### config.mk
export PLATFORM = sky130hd
export DESIGN_NAME = cache_miss_sequencer
export DESIGN_NICKNAME = d
export VERILOG_FILES = /design/src/rtl/cache_miss_sequencer.sv
export SDC_FILE = /design/constraint.sdc
export NUM_CORES = 1
export LEC_CHECK = 0
export CAP_MARGIN = 5
export CORE_MARGIN = 2
export CORE_UTILIZATION = 61
export CTS_BUF_LIST = sky130_fd_sc_hd__clkbuf_2 sky130_fd_sc_hd__clkbuf_4 sky130_fd_sc_hd__clkbuf_8
export DETAILED_ROUTE_END_ITERATION = 6
export DONT_BUFFER_PORTS = 1
export PLACE_DENSITY_LB_ADDON = 0.1
export REMOVE_ABC_BUFFERS = 1
export SKIP_CTS_REPAIR_TIMING = 1
export SLEW_MARGIN = 10
export SYNTH_ARGS = -nofsm -noshare
export SYNTH_HDL_FRONTEND = slang
export SYNTH_SLANG_ARGS = --single-unit
### constraint.sdc
create_clock -name clk -period 2.3 [get_ports clk]
set_input_delay 0.69 -clock clk [delete_from_list [all_inputs] [get_ports clk]]
set_output_delay 0.69 -clock clk [all_outputs]
set_load 0.005 [all_outputs]
### src/rtl/cache_miss_sequencer.sv
// Per-request miss/upgrade sequencer driving ACE evict/fill/upgrade pulses ahead of ace_controller.
// Optional statistics counters are compiled in when MISS_STATS_EN is defined.
module cache_miss_sequencer #(
  parameter int TIMEOUT_CYCLES = 256,
  parameter int CNT_W          = 16
) (
  input  logic             clk,
  input  logic             rst,
  input  logic             cpu_req_valid,
  input  logic             cpu_req_write,
  output logic             cpu_req_ready,
  output logic             cpu_resp_valid,
  output logic             cpu_resp_err,
  input  logic             tag_hit,
  input  logic [1:0]       line_state,
  input  logic             victim_dirty,
  output logic             read_req,
  output logic             write_req,
  output logic             invalid_req,
  input  logic             ace_ready,
  output logic             state_wr_en,
  output logic [1:0]       state_wr_val
`ifdef MISS_STATS_EN
  ,
  output logic [CNT_W-1:0] hit_cnt,
  output logic [CNT_W-1:0] miss_cnt,
  output logic [CNT_W-1:0] evict_cnt,
  output logic [CNT_W-1:0] upg_cnt
`endif
);

  localparam int         TW     = $clog2(TIMEOUT_CYCLES + 1);
  localparam logic [1:0] MESI_I = 2'b00;
  localparam logic [1:0] MESI_S = 2'b01;
  localparam logic [1:0] MESI_M = 2'b11;

  typedef enum logic [3:0] {
    S_IDLE, S_LOOKUP, S_EVICT, S_EVICT_WAIT, S_FILL, S_FILL_WAIT,
    S_UPG, S_UPG_WAIT, S_COMMIT, S_RESP, S_ERR
  } state_t;

  state_t        state_q;
  logic          store_q;
  logic          accepted_q;
  logic [TW-1:0] tmo_q;
  logic          resp_valid_q;
  logic          resp_err_q;
  logic          wr_en_q;
  logic [1:0]    wr_val_q;

  logic lookup_hit;
  logic in_wait;
  logic wait_done;
  logic tmo_expired;

  assign lookup_hit  = tag_hit && (line_state != MESI_I);
  assign in_wait     = (state_q == S_EVICT_WAIT) || (state_q == S_FILL_WAIT) ||
                       (state_q == S_UPG_WAIT);
  assign wait_done   = in_wait && accepted_q && ace_ready;
  assign tmo_expired = (tmo_q == TW'(TIMEOUT_CYCLES - 1));

  // Issue pulses must land in the very cycle ace_ready is high, so they are decoded, not registered.
  assign cpu_req_ready  = !rst && (state_q == S_IDLE);
  assign write_req      = !rst && ace_ready && (state_q == S_EVICT);
  assign read_req       = !rst && ace_ready && (state_q == S_FILL);
  assign invalid_req    = !rst && ace_ready && (state_q == S_UPG);
  assign cpu_resp_valid = !rst && resp_valid_q;
  assign cpu_resp_err   = !rst && resp_err_q;
  assign state_wr_en    = !rst && wr_en_q;
  assign state_wr_val   = {2{!rst}} & wr_val_q;

  always_ff @(posedge clk) begin
    if (rst) begin
      state_q      <= S_IDLE;
      store_q      <= 1'b0;
      accepted_q   <= 1'b0;
      tmo_q        <= '0;
      resp_valid_q <= 1'b0;
      resp_err_q   <= 1'b0;
      wr_en_q      <= 1'b0;
      wr_val_q     <= 2'b00;
    end else begin
      resp_valid_q <= 1'b0;
      resp_err_q   <= 1'b0;
      wr_en_q      <= 1'b0;
      wr_val_q     <= 2'b00;
      case (state_q)
        S_IDLE: begin
          if (cpu_req_valid) begin
            store_q <= cpu_req_write;
            state_q <= S_LOOKUP;
          end
        end
        S_LOOKUP: begin
          if (lookup_hit) begin
            if (!store_q) begin
              state_q      <= S_RESP;
              resp_valid_q <= 1'b1;
            end else if (line_state == MESI_S) begin
              state_q <= S_UPG;
            end else begin
              state_q  <= S_COMMIT;
              wr_en_q  <= 1'b1;
              wr_val_q <= MESI_M;
            end
          end else begin
            state_q <= victim_dirty ? S_EVICT : S_FILL;
          end
        end
        S_EVICT, S_FILL, S_UPG: begin
          if (ace_ready) begin
            accepted_q <= 1'b0;
            tmo_q      <= '0;
            if (state_q == S_EVICT)     state_q <= S_EVICT_WAIT;
            else if (state_q == S_FILL) state_q <= S_FILL_WAIT;
            else                        state_q <= S_UPG_WAIT;
          end
        end
        S_EVICT_WAIT, S_FILL_WAIT, S_UPG_WAIT: begin
          if (wait_done) begin
            if (state_q == S_EVICT_WAIT) begin
              state_q <= S_FILL;
            end else if (state_q == S_FILL_WAIT && store_q) begin
              state_q <= S_UPG;
            end else begin
              state_q  <= S_COMMIT;
              wr_en_q  <= 1'b1;
              wr_val_q <= (state_q == S_FILL_WAIT) ? MESI_S : MESI_M;
            end
          end else if (tmo_expired) begin
            state_q      <= S_ERR;
            resp_valid_q <= 1'b1;
            resp_err_q   <= 1'b1;
          end else begin
            tmo_q <= tmo_q + TW'(1);
            if (!ace_ready) accepted_q <= 1'b1;
          end
        end
        S_COMMIT: begin
          state_q      <= S_RESP;
          resp_valid_q <= 1'b1;
        end
        default: state_q <= S_IDLE;
      endcase
    end
  end

`ifdef MISS_STATS_EN
  logic [CNT_W-1:0] hit_cnt_q, miss_cnt_q, evict_cnt_q, upg_cnt_q;

  // Saturating counters; they never wrap back to zero.
  always_ff @(posedge clk) begin
    if (rst) begin
      hit_cnt_q   <= '0;
      miss_cnt_q  <= '0;
      evict_cnt_q <= '0;
      upg_cnt_q   <= '0;
    end else begin
      if (state_q == S_LOOKUP && lookup_hit && !(&hit_cnt_q))   hit_cnt_q   <= hit_cnt_q + CNT_W'(1);
      if (state_q == S_LOOKUP && !lookup_hit && !(&miss_cnt_q)) miss_cnt_q  <= miss_cnt_q + CNT_W'(1);
      if (write_req && !(&evict_cnt_q))                         evict_cnt_q <= evict_cnt_q + CNT_W'(1);
      if (invalid_req && !(&upg_cnt_q))                         upg_cnt_q   <= upg_cnt_q + CNT_W'(1);
    end
  end

  assign hit_cnt   = hit_cnt_q;
  assign miss_cnt  = miss_cnt_q;
  assign evict_cnt = evict_cnt_q;
  assign upg_cnt   = upg_cnt_q;
`else
  if (CNT_W < 1 || TIMEOUT_CYCLES < 1) begin : g_bad_params
    $error("cache_miss_sequencer: CNT_W and TIMEOUT_CYCLES must be positive");
  end
`endif

endmodule

Word level (Yosys, flattened, before mapping)
Cells that the tools add are included.
Word-level totals
  latch bits: 0
  ROM bits: 0
  word-level logic and storage cells: 94
  bits of input ports: 9
  flip-flop bits (word level): 20
  memories: 0
  memory bits (writable): 0
Cells by class
  add/sub/neg operators: 1
  reduce and logical (&&, ||, !) cells: 25
  shifts and indexed selects: 0
  magnitude comparators: 0
  multipliers: 0
  multiplexer cells: 42
  divide/modulo/power cells: 0
  equal/unequal tests: 16
  bitwise logic cells: 2
Operator list (number)
  $mux 4: 9
  $mux 9: 3
  $pmux 4 s5: 1
  $pmux 9 s2: 1
  $eq 4x3->1 const B: 4
  $mux 2: 8
  $mux 1: 14
  $logic_and 1x1->1: 12
  $ne 2x2->1 const B: 5
  $add 9x1->9 const B: 1
  $eq 9x8->1 const B: 1
  $eq 4x2->1 const B: 2
  $mux 3: 2
  $reduce_or 3->1: 2
  $reduce_and 5->1: 1
  $eq 4x1->1 const B: 1
  $eq 4x4->1 const B: 1
  $logic_not 4->1: 1
  $pmux 1 s2: 2
  $pmux 2 s2: 1
  $reduce_and 4->1: 1
  $reduce_bool 2->1: 2
  $ne 3x3->1 const B: 1
  $pmux 1 s3: 1
  8 further kinds: 9

Depth between registers and ports, before layout
  depth after elaboration: 7
  depth in mapped cells: 9
  gate-level depth less buffers: 8

Worst setup path before layout
No wires, ideal clock.
  path kind: register to register
  start point: register tmo_q[2]
  end point: register state_q[1]
  path buffers: 0
  data arrival time: 1.856 ns
  clock period less this slack: 1.948 ns
  data required time: 2.208 ns
  cell stages (with the launch flop): 9
  setup slack: 0.352 ns
  cells stage by stage: dfxtp_1 nand3_2 or3_4 nor2_1 ha_1 a21oi_2 and3_1 or4_1 o32ai_1
Between the ends
  word-level cells in the longest chain between the ends: 3
RTL lines
  from (decl): RTL line 45  | logic [TW-1:0] tmo_q;
  from (signal assigned): RTL line 135  | tmo_q <= tmo_q + TW'(1);
  $eq 9x8->1: RTL line 60  | assign tmo_expired = (tmo_q == TW'(TIMEOUT_CYCLES - 1));
  $ne 3x3->1 (no line)
  $reduce_and 3->1 (no line)
  to (signal assigned): RTL line 107  | state_q <= victim_dirty ? S_EVICT : S_FILL;
  to (decl): RTL line 42  | state_t state_q;
Every way passes these cells.
A chain may end at the register's enable or synchronous reset.

Worst setup path in the final report
  start point: register tmo_q[3]
  end point: register state_q[3]
Same word-level chain as after synthesis.

==> insert_results.sql <==
INSERT INTO impl_metrics (metric_group, metric, value, unit) VALUES
('placed_design', 'placed_cells', '159', ''),
('synthesis', 'synth-simple-area-share', '30.1', '%'),
('pwr', 'leakagePower', '0.375', 'nW'),
('run', 'maxCapViolCount', '0', ''),
('grt', 'grt_pass1_wl', '3770', 'um'),
('setup_path', 'critical_path_buffer_and_inverter_count', '0', ''),
('setup_path', 'cp-end-kind', 'flip-flop', ''),
('grt', 'globalRouteOverflowTotal', '0', ''),
('synthesis', 'synth.area.mux_share', '3.91', '%'),
('synthesis', 'synth_compound_gate_area_share', '23.8', '%'),
('route', 'drc', '0', ''),
('cts', 'cts_root_buf', 'sky130_fd_sc_hd__clkbuf_4', ''),
('timing', 'finalCritPeriodShare', '96.7', '%'),
('pwr', 'p_int', '0.601', 'mW'),
('grt', 'global_route_usage_over_all_layers', '23.8', '%'),
('setup_path', 'ff2ff_path_depth', '8', ''),
('setup_path', 'setup.worst_path.class', 'flip-flop to flip-flop', ''),
('synthesis', 'synth_largest_type_area_fraction', '33.0', '%'),
('setup_path', 'cp_slowest_stage_delay', '0.47', 'ns'),
('synthesis', 'synth_seq_cells', '19', ''),
('pwr', 'power.share.switching', '40.8', '%'),
('status', 'outcome', 'complete, no violations', ''),
('placed_design', 'pre_cts_slack', '0.0850', 'ns'),
('die', 'die_span_in_y', '47.4', 'um'),
('synthesis', 'combinational_family_with_the_most_area_after_synthesis', 'simple AND/OR/NAND/NOR gates', ''),
('hold_path', 'timing.hold.worst.class', 'primary input to flip-flop', ''),
('die', 'initial_util', '65.9', '%'),
('cts', 'insertion_delay', '0.31', 'ns'),
('synthesis', 'yosysTopAreaCell', 'sky130_fd_sc_hd__dfxtp_1', ''),
('cts', 'tritoncts.num_buffers', '3', ''),
('timing', 'report.final.hold_viol_count', '0', ''),
('route', 'routed_via_density', '6.55', ''),
('setup_path', 'timing.reg2reg.setup_slack', '0.08', 'ns'),
('pwr', 'vdd_ir_drop_max', '0.538', 'mV'),
('synthesis', 'seq_area_frac_synth', '33.0', '%'),
('pwr', 'pwr-share-seq', '42.9', '%'),
('synthesis', 'dominantRegCellSynth', 'sky130_fd_sc_hd__dfxtp_1', ''),
('setup_path', 'critical_path.cell_chain', 'nand3_2, or3_4, nor2_1, ha_2, a21oi_4, and3_1, or4_1, a21oi_1', ''),
('timing', 'fin_skew', '0.00199', 'ns'),
('final_layout', 'area_delta_synth_final', '4.02', '%'),
('cts', 'cts_htree_levels', '1', ''),
('final_layout', 'fin_cells', '163', ''),
('die', 'i_o_pin_count', '18', ''),
('synthesis', 'post_synth_num_cell_types', '45', ''),
('synthesis', 'synth-adder-area-share', '2.17', '%'),
('timing', 'final.setup.tns', '0', 'ns'),
('cts', 'clock_path_buffers', '2', ''),
('die', 'dieArea', '2250', 'sq um'),
('timing', 'maxSlewViolCount', '0', ''),
('synthesis', 'yosys-top-cells-count', 'sky130_fd_sc_hd__dfxtp_1, sky130_fd_sc_hd__a21oi_1, sky130_fd_sc_hd__nor2_1, sky130_fd_sc_hd__nand2_1, sky130_fd_sc_hd__o21ai_0', ''),
('synthesis', 'ys_top_cells_by_area', 'sky130_fd_sc_hd__dfxtp_1, sky130_fd_sc_hd__a21oi_1, sky130_fd_sc_hd__or4_1, sky130_fd_sc_hd__nor2_1, sky130_fd_sc_hd__o31ai_1', ''),
('setup_path', 'worst-endpoint-arrival', '2.46', 'ns'),
('timing', 'worst_slew_margin_relative_to_its_limit', '58.4', '%'),
('timing', 'fin_ws', '0.0754', 'ns'),
('pwr', 'p_sw', '0.414', 'mW'),
('hold_path', 'hp-start', 'rst', ''),
('placed_design', 'routabilityCongestion', '0.828', ''),
('cts', 'cts_tree', 'built', ''),
('synthesis', 'syn_area_per_cell', '8.16', 'sq um'),
('die', 'rows', '15', ''),
('route', 'final_antenna_net_count', '0', ''),
('placed_design', 'dp_hpwl', '1750', 'um'),
('route', 'detailroute.via_count', '1068', ''),
('timing', 'post-route-min-period', '2.22', 'ns'),
('cts', 'cts_sinks', '19', ''),
('route', 'detail_route.wirelength', '2550', 'um'),
('final_layout', 'post_layout_nets', '150', ''),
('synthesis', 'postSynth.asyncResetShare', '0', '%'),
('setup_path', 'critical-path-slowest-cell', 'sky130_fd_sc_hd__or4_1', ''),
('pwr', 'share_comb_of_total_power', '38.3', '%'),
('route', 'route.detailed.wl_per_inst', '15.7', 'um');
[layout make-up]
| class | count | area (sq um) | area share [%] |
|---|---|---|---|
| clock buffer | 4 | 30.0 | 2.51 |
| multi-input combinational | 106 | 709 | 59.2 |
| sequential | 19 | 382 | 31.9 |
| inverter | 6 | 22.5 | 1.88 |
| tap | 25 | 31.3 | 2.61 |
| timing repair buffer | 3 | 22.5 | 1.88 |
[worst max path at each step]
stage                              end  slack (ns)
3_3_place_gp     tmo_q[5]$_SDFFE_PP0P_        0.17
5_1_grt        state_q[3]$_SDFFE_PP0P_       -0.05
3_5_place_dp     tmo_q[5]$_SDFFE_PP0P_        0.09
2_1_floorplan    tmo_q[6]$_SDFFE_PP0P_        0.22
6_report       state_q[3]$_SDFFE_PP0P_        0.08
4_1_cts          tmo_q[5]$_SDFFE_PP0P_        0.08
[kinds of logic after synthesis]
group | after synthesis
and+or+nand+nor | 58
AOI/OAI and AO/OA | 42
DFF | 19
buffers and inverters | 16
muxes | 4
adders and majority gates | 2
[worst reg2reg max path: stages (launching register included)]
cell and delay [ns]:
sky130_fd_sc_hd__dfxtp_1 0.39, sky130_fd_sc_hd__nand3_2 0.13, sky130_fd_sc_hd__or3_4 0.35, sky130_fd_sc_hd__nor2_1 0.15
sky130_fd_sc_hd__ha_2 0.25, sky130_fd_sc_hd__a21oi_4 0.06, sky130_fd_sc_hd__and3_1 0.18, sky130_fd_sc_hd__or4_1 0.47
sky130_fd_sc_hd__a21oi_1 0.17
[layer usage]
layer | track usage [%] | up-vias | wire length, um
li1 | - | 516 | -
met1 | 37.1 | 481 | 1110
met2 | 32.2 | 66 | 1150
met3 | 3.40 | 5 | 251
met4 | 10.0 | 0 | 44
met5 | 0 | - | 0
[sequential cells by signal (all words and copies together) (netlist names)]
name / count
tmo_q: 9
store_q: 1
state_q: 4
wr_val_q: 2
resp_valid_q: 1
resp_err_q: 1
accepted_q: 1
[through the flow]
| stage | power [mW] | hold slack [ns] | instance area (sq um) |
|---|---|---|---|
| floorplan | 0.693 | 0.444 | 1090 |
| global placement | 0.802 | 0.466 | 1150 |
| detailed placement | 0.807 | 0.466 | 1150 |
| CTS | 0.987 | 0.436 | 1180 |
| global route | 1.07 | 0.436 | 1200 |
| finish | 1.01 | 0.435 | 1200 |
[power by group through the flow]
stage	Combinational (mW)	Sequential, mW	Clock (mW)
floorplan	0.267	0.426	0
detailed placement	0.370	0.436	0
global placement	0.368	0.434	0
global route	0.428	0.442	0.199
CTS	0.371	0.429	0.187
finish	0.389	0.435	0.191
[cells in the final DEF, fill, tap and decap left out, types with 2 or more instances in the layout]
master                     synthesis  layout
sky130_fd_sc_hd__dfxtp_1          19      18
sky130_fd_sc_hd__a21oi_1          15      15
sky130_fd_sc_hd__nor2_1           10      10
sky130_fd_sc_hd__nand2_1           7       7
sky130_fd_sc_hd__o21ai_0           7       7
sky130_fd_sc_hd__inv_1             6       6
sky130_fd_sc_hd__or4_1             6       6
sky130_fd_sc_hd__nor2b_1           5       5
sky130_fd_sc_hd__o31ai_1           5       5
sky130_fd_sc_hd__clkbuf_4          0       4
sky130_fd_sc_hd__nor3_1            3       3
sky130_fd_sc_hd__and3_1            3       3
sky130_fd_sc_hd__nand2b_1          3       3
sky130_fd_sc_hd__nand3_1           3       3
sky130_fd_sc_hd__or3_1             3       3
sky130_fd_sc_hd__buf_4             4       3
sky130_fd_sc_hd__nor4_1            2       2
sky130_fd_sc_hd__nand3b_1          2       2
sky130_fd_sc_hd__mux2i_1           2       2
sky130_fd_sc_hd__nand4b_1          2       2
sky130_fd_sc_hd__a211o_1           2       2
sky130_fd_sc_hd__nand4_1           2       2
sky130_fd_sc_hd__o211ai_1          2       2
Power figures use the tool's default switching activity.
